==> config.mk <==
export PLATFORM = sky130hd
export DESIGN_NAME = fp_mul_pipe
export DESIGN_NICKNAME = d
export VERILOG_FILES = /design/src/rtl/fp_mul_pipe.sv
export SDC_FILE = /design/constraint.sdc
export NUM_CORES = 1
export LEC_CHECK = 0
export ABC_CLOCK_PERIOD_IN_PS = 4600
export CORE_ASPECT_RATIO = 0.7
export CORE_MARGIN = 2
export CORE_UTILIZATION = 47
export CTS_CLUSTER_DIAMETER = 30
export DETAILED_ROUTE_END_ITERATION = 16
export GPL_ROUTABILITY_DRIVEN = 1
export PLACE_DENSITY = 0.7
export SLEW_MARGIN = 20
export SYNTH_ARGS = -nofsm -noshare
export SYNTH_HDL_FRONTEND = slang
export SYNTH_SLANG_ARGS = --single-unit
export TNS_END_PERCENT = 50
==> constraint.sdc <==
create_clock -name clk -period 4.6 [get_ports clk]
set_input_delay 0.69 -clock clk [delete_from_list [all_inputs] [get_ports clk]]
set_output_delay 0.69 -clock clk [all_outputs]
set_load 0.01 [all_outputs]
==> src/rtl/fp_mul_pipe.sv <==
// Three-stage pipelined floating-point multiplier (BF16 by default) with RNE rounding,
// special-value handling, valid/ready back-pressure, tag pass-through and sticky flags.
module fp_mul_pipe #(
   parameter int unsigned EXP_W = 8,
   parameter int unsigned MAN_W = 7,
   parameter int unsigned TAG_W = 4,
   localparam int unsigned W = 1 + EXP_W + MAN_W
) (
   input  logic             clk,
   input  logic             rst,
   input  logic             in_valid,
   output logic             in_ready,
   input  logic [W-1:0]     in_a,
   input  logic [W-1:0]     in_b,
   input  logic [TAG_W-1:0] in_tag,
   output logic             out_valid,
   input  logic             out_ready,
   output logic [W-1:0]     out_data,
   output logic [TAG_W-1:0] out_tag,
   output logic [4:0]       out_flags,
   input  logic             clr_flags,
   output logic [4:0]       sticky_flags
);

   localparam int unsigned EW2 = EXP_W + 2;
   localparam int unsigned SW  = MAN_W + 1;
   localparam int unsigned PW  = 2 * SW;
   localparam logic signed [EW2-1:0] BIAS_S = EW2'(2**(EXP_W-1) - 1);
   localparam logic signed [EW2-1:0] E_MAX  = EW2'(2**EXP_W - 1);
   localparam logic signed [EW2-1:0] E_ONE  = EW2'(1);
   localparam logic signed [EW2-1:0] E_ZERO = '0;
   localparam logic [W-1:0] QNAN = {1'b0, {EXP_W{1'b1}}, 1'b1, {(MAN_W-1){1'b0}}};

   logic advance;

   // stage 1 registers
   logic                  s1_valid;
   logic [TAG_W-1:0]      s1_tag;
   logic                  s1_special;
   logic [W-1:0]          s1_res;
   logic [4:0]            s1_flags;
   logic                  s1_sign;
   logic signed [EW2-1:0] s1_exp;
   logic [SW-1:0]         s1_sig_a;
   logic [SW-1:0]         s1_sig_b;

   // stage 2 registers
   logic                  s2_valid;
   logic [TAG_W-1:0]      s2_tag;
   logic                  s2_special;
   logic [W-1:0]          s2_res;
   logic [4:0]            s2_flags;
   logic                  s2_sign;
   logic signed [EW2-1:0] s2_exp;
   logic [PW-1:0]         s2_prod;

   assign advance  = ~out_valid | out_ready;
   assign in_ready = advance;

   // S1: classify operands and select special results
   logic                  sign_a, sign_b, sign_r;
   logic [EXP_W-1:0]      exp_a, exp_b;
   logic [MAN_W-1:0]      man_a, man_b;
   logic                  zero_a, zero_b, inf_a, inf_b, nan_a, nan_b;
   logic                  sp_n;
   logic [W-1:0]          sp_res_n;
   logic [4:0]            sp_flags_n;
   logic signed [EW2-1:0] e_sum;

   assign {sign_a, exp_a, man_a} = in_a;
   assign {sign_b, exp_b, man_b} = in_b;
   assign sign_r = sign_a ^ sign_b;
   assign zero_a = (exp_a == '0);
   assign zero_b = (exp_b == '0);
   assign inf_a  = (exp_a == '1) && (man_a == '0);
   assign inf_b  = (exp_b == '1) && (man_b == '0);
   assign nan_a  = (exp_a == '1) && (man_a != '0);
   assign nan_b  = (exp_b == '1) && (man_b != '0);
   assign e_sum  = $signed({2'b00, exp_a}) + $signed({2'b00, exp_b}) - BIAS_S;

   always_comb begin
      sp_n       = 1'b1;
      sp_res_n   = '0;
      sp_flags_n = '0;
      if (nan_a || nan_b) begin
         sp_res_n   = QNAN;
         sp_flags_n = 5'b10000;
      end else if ((inf_a && zero_b) || (zero_a && inf_b)) begin
         sp_res_n   = QNAN;
         sp_flags_n = 5'b10000;
      end else if (inf_a || inf_b) begin
         sp_res_n   = {sign_r, {EXP_W{1'b1}}, {MAN_W{1'b0}}};
      end else if (zero_a || zero_b) begin
         sp_res_n   = {sign_r, {(W-1){1'b0}}};
         sp_flags_n = 5'b00001;
      end else begin
         sp_n       = 1'b0;
      end
   end

   // S3: normalise, round to nearest even, range check, pack
   logic [PW-2:0]         p_norm;
   logic signed [EW2-1:0] e_norm, e_rnd;
   logic [MAN_W-1:0]      man_t;
   logic [MAN_W:0]        man_r;
   logic                  guard_b, sticky_b, rnd_up, inexact;
   logic [W-1:0]          res_n;
   logic [4:0]            flags_n;

   always_comb begin
      p_norm   = s2_prod[PW-1] ? s2_prod[PW-2:0] : {s2_prod[PW-3:0], 1'b0};
      e_norm   = s2_prod[PW-1] ? (s2_exp + E_ONE) : s2_exp;
      man_t    = p_norm[PW-2 -: MAN_W];
      guard_b  = p_norm[PW-2-MAN_W];
      sticky_b = |p_norm[PW-3-MAN_W:0];
      rnd_up   = guard_b & (sticky_b | man_t[0]);
      man_r    = {1'b0, man_t} + (MAN_W+1)'(rnd_up);
      // carry-out leaves the low mantissa bits at zero already
      e_rnd    = man_r[MAN_W] ? (e_norm + E_ONE) : e_norm;
      inexact  = guard_b | sticky_b;
      res_n    = {s2_sign, e_rnd[EXP_W-1:0], man_r[MAN_W-1:0]};
      flags_n  = {3'b000, inexact, 1'b0};
      if (s2_special) begin
         res_n   = s2_res;
         flags_n = s2_flags;
      end else if (e_rnd >= E_MAX) begin
         res_n   = {s2_sign, {EXP_W{1'b1}}, {MAN_W{1'b0}}};
         flags_n = 5'b01010;
      end else if (e_rnd <= E_ZERO) begin
         res_n   = {s2_sign, {(W-1){1'b0}}};
         flags_n = 5'b00111;
      end
   end

   always_ff @(posedge clk) begin
      if (rst) begin
         s1_valid   <= 1'b0;
         s1_tag     <= '0;
         s1_special <= 1'b0;
         s1_res     <= '0;
         s1_flags   <= '0;
         s1_sign    <= 1'b0;
         s1_exp     <= '0;
         s1_sig_a   <= '0;
         s1_sig_b   <= '0;
         s2_valid   <= 1'b0;
         s2_tag     <= '0;
         s2_special <= 1'b0;
         s2_res     <= '0;
         s2_flags   <= '0;
         s2_sign    <= 1'b0;
         s2_exp     <= '0;
         s2_prod    <= '0;
         out_valid  <= 1'b0;
         out_data   <= '0;
         out_tag    <= '0;
         out_flags  <= '0;
      end else if (advance) begin
         s1_valid   <= in_valid;
         s1_tag     <= in_tag;
         s1_special <= sp_n;
         s1_res     <= sp_res_n;
         s1_flags   <= sp_flags_n;
         s1_sign    <= sign_r;
         s1_exp     <= e_sum;
         s1_sig_a   <= {1'b1, man_a};
         s1_sig_b   <= {1'b1, man_b};
         s2_valid   <= s1_valid;
         s2_tag     <= s1_tag;
         s2_special <= s1_special;
         s2_res     <= s1_res;
         s2_flags   <= s1_flags;
         s2_sign    <= s1_sign;
         s2_exp     <= s1_exp;
         s2_prod    <= PW'(s1_sig_a) * PW'(s1_sig_b);
         out_valid  <= s2_valid;
         out_data   <= res_n;
         out_tag    <= s2_tag;
         out_flags  <= flags_n;
      end
   end

   // a clear coinciding with a handshake keeps that result's flags
   always_ff @(posedge clk) begin
      if (rst) begin
         sticky_flags <= '0;
      end else if (out_valid && out_ready) begin
         sticky_flags <= clr_flags ? out_flags : (sticky_flags | out_flags);
      end else if (clr_flags) begin
         sticky_flags <= '0;
      end
   end

endmodule

==> impl_metrics.ini <==
[run_status]
status = finished clean

[setup_path]
crit_required_ns = 4.86
crit_buf_inv = 3
critPathSlowestCell = fa_1
crit_type = flop to flop
crit_chain = nand2_1 -> fa_1 -> fa_1 -> inv_1 -> fa_1 -> inv_1 -> fa_1 -> inv_1 -> ha_1 -> a21boi_4 -> o211ai_1 -> a21oi_1 -> nor3_1 -> or3_1 -> a311oi_2
end_kind = flop
worstPathArrival_ns = 4.65
max_stage_delay_ns = 0.55
cp_max_fo = 9
startpoint_type = flop
critPathTopFamily = adder cells
cpMostUsedCell = fa_1

[cells_and_area]
mostFrequentLayoutCells = nand2_1 (167), a21oi_1 (98), dfxtp_1 (96)
area_growth_syn_to_layout_pct = 17.4
antenna_cells = 0
drive_above_1_share = 0.0655
layout_commonest_cell = nand2_1
layout.nets = 1075
final_cell_area_mm2 = 0.00854

[hold_path]
hold_class = flop to flop

[sta]
setup_viol = 0
worst-slew-pin-transition_ns = 0.858
hold_viol_final = 0
fmaxAchievable_mhz = 228
clock_skew_ns = 0.00600
fin_crit_sh = 0.953
final_max_slew_viol_count = 0
slew_headroom = 0.428
fin_ws_ns = 0.215
fin_crit_ns = 4.39

[logic_synthesis]
yosys_warnings = 0
yosysSeqAreaShare = 0.286
synth-edff-count = 0
synth_top_area_cell = dfxtp_1
synth_area_leaders = dfxtp_1 (29%), fa_1 (10%), ha_1 (9.5%), nand2_1 (8.6%), a21oi_1 (6.7%)
synth-async-reset-ratio = 0
ys.flop_type = dfxtp_1
netlist_instances = 890
synth_top_area_frac = 0.286
avgSynthCellArea_um2 = 8.18
ys_ff_latch = 104
synth_area_mm2 = 0.00728
synth_cell_type_count = 70
syn-num-nets = 1023

[global_routing]
grt-ovfl-total = 0
track_usage = 0.212
antenna_found_initial = 0
grt_pass1_wl_um = 28700
grt_pass1_vias = 5821
grt_max_degree = 88

[die]
coreArea_mm2 = 0.0153
row_count = 38
initial_core_util = 0.475
die_x_um = 153
die_y_um = 108
boundaryPins = 73
dieArea_mm2 = 0.0165

[route]
drc_errors = 0
vias = 6206
via_per_inst = 5.41
drt_iter0_markers = 399
drtPass1Iterations = 5
ant_nets = 0
avgRoutedWirePerCell_um = 14.7
drt_wl_total_um = 16800

[flow_run]
drv_cap = 0

[clock_network]
cts_buffer_depth = 2
htreeDepth = 3
cts_tree = yes
clk_latency_ns = 0.35
numCtsBuffers = 9
cts_num_sinks = 104
holdBufCountCts = 0
root_buffer = clkbuf_16
cts.clk_slew.worst_paths_ns = 0.08

[place]
io_buffers = 72
dp_hpwl_um = 12500
dp_slack_ns = -0.0201
placed_cell_area_mm2 = 0.00816
gp_congestion = 0.902

[power]
vdd_drop_max_uv = 211
p_leak_nw = 3.62
p_per_area_mw_per_mm2 = 288
worst min-delay path: cells and delay by family, from the launching register on:
family / cells / cell delay, ns
compound gates: 1 / 0.05
flops: 1 / 0.31
simple gates: 1 / 0.05
cells in the mapped netlist (4+ instances only):
cell / instances
o21ai_0: 18
nor2b_1: 5
nand4_1: 9
a211oi_1: 11
nor2_1: 38
and2_1: 51
or3_1: 7
nand3b_1: 4
xor2_1: 13
a32oi_1: 5
a21boi_0: 6
mux2i_1: 4
nor4_1: 10
dfxtp_1: 104
xnor2_1: 18
fa_1: 37
nand2_1: 167
nand3_1: 20
a21oi_1: 98
o31ai_1: 5
a31oi_1: 6
and3_1: 5
clkbuf_1: 37
or4_1: 6
ha_1: 55
a211o_1: 7
nor3_1: 11
a21o_1: 5
a22o_1: 4
inv_1: 68
cell type report:
| cell class | instances | area, um^2 |
|---|---|---|
| inverters | 69 | 259 |
| well taps | 200 | 250 |
| fillers | 1437 | 6770 |
| flip-flops and latches | 104 | 2100 |
| clock buffers | 9 | 225 |
| clock inverters | 7 | 111 |
| multi-input cells | 674 | 4790 |
| repair buffers | 84 | 808 |
cells by family after synthesis:
| family | Yosys count | share of synthesized area |
|---|---|---|
| and+or+nand+nor | 352 | 0.239 |
| AOI/OAI and AO/OA | 191 | 0.167 |
| buffers and inverters | 112 | 0.0610 |
| DFF | 104 | 0.286 |
| adders and majority gates | 92 | 0.196 |
| xor gates and xnor gates | 32 | 0.0395 |
| muxes | 7 | 0.0117 |
state kept, by name, indices dropped and copies added (netlist names), 3 cells and up:
signal	flops
out_data	16
out_flags	5
out_tag	4
s1_exp	10
s1_res	3
s1_sig_a	8
s1_sig_b	7
s1_tag	4
s2_exp	10
s2_prod	16
s2_res	3
s2_tag	4
sticky_flags	5
worst paths after layout:
kind | endpoint | cells past startpoint | slack (ns) | from
hold / removal | s2_flags[0] | 2 | 0.45 | s2_flags[0]
setup reg to reg | s2_prod[15] | 15 | 0.21 | s1_sig_a[0]
hold reg to reg | s2_flags[0] | 2 | 0.45 | s2_flags[0]
setup / recovery | s2_prod[15] | 15 | 0.21 | s1_sig_a[0]
report_power, final:
group	switching (mW)	internal [mW]	total, mW
registers	0.0797	0.969	1.05
logic	0.285	0.266	0.552
clock network	0.373	0.489	0.862
total	0.738	1.72	2.46
timing repair:
| item | 4_1_cts | 5_1_grt |
|---|---|---|
| gates resized for setup | 1 | 16 |
| endpoints found under the setup margin | 1 | 3 |
| pin swaps | 0 | 2 |
| endpoints found under the hold margin | 0 | 0 |
| setup buffers | 0 | 0 |
stage by stage:
stage,util,total power [mW],hold slack (ns),TNS (ns),instances
finish,0.558,2.46,0.449,0,1147
global route,0.558,2.61,0.463,-0.00802,1147
global placement,0.533,1.60,0.434,0,1131
floorplan,-,1.42,0.427,0,890
CTS,0.555,2.48,0.451,0,1147
detailed placement,0.533,1.61,0.441,-0.0201,1131
routing by layer:
metal,share of wire,routed length [um],global-route usage,vias to the layer above
met5,0,0,0,-
met4,0.011,184,0.0489,0
met3,0.051,855,0.0349,11
met2,0.40,6720,0.305,166
met1,0.54,9070,0.328,2876
li1,-,-,-,3153
Power figures use the tool's default switching activity.
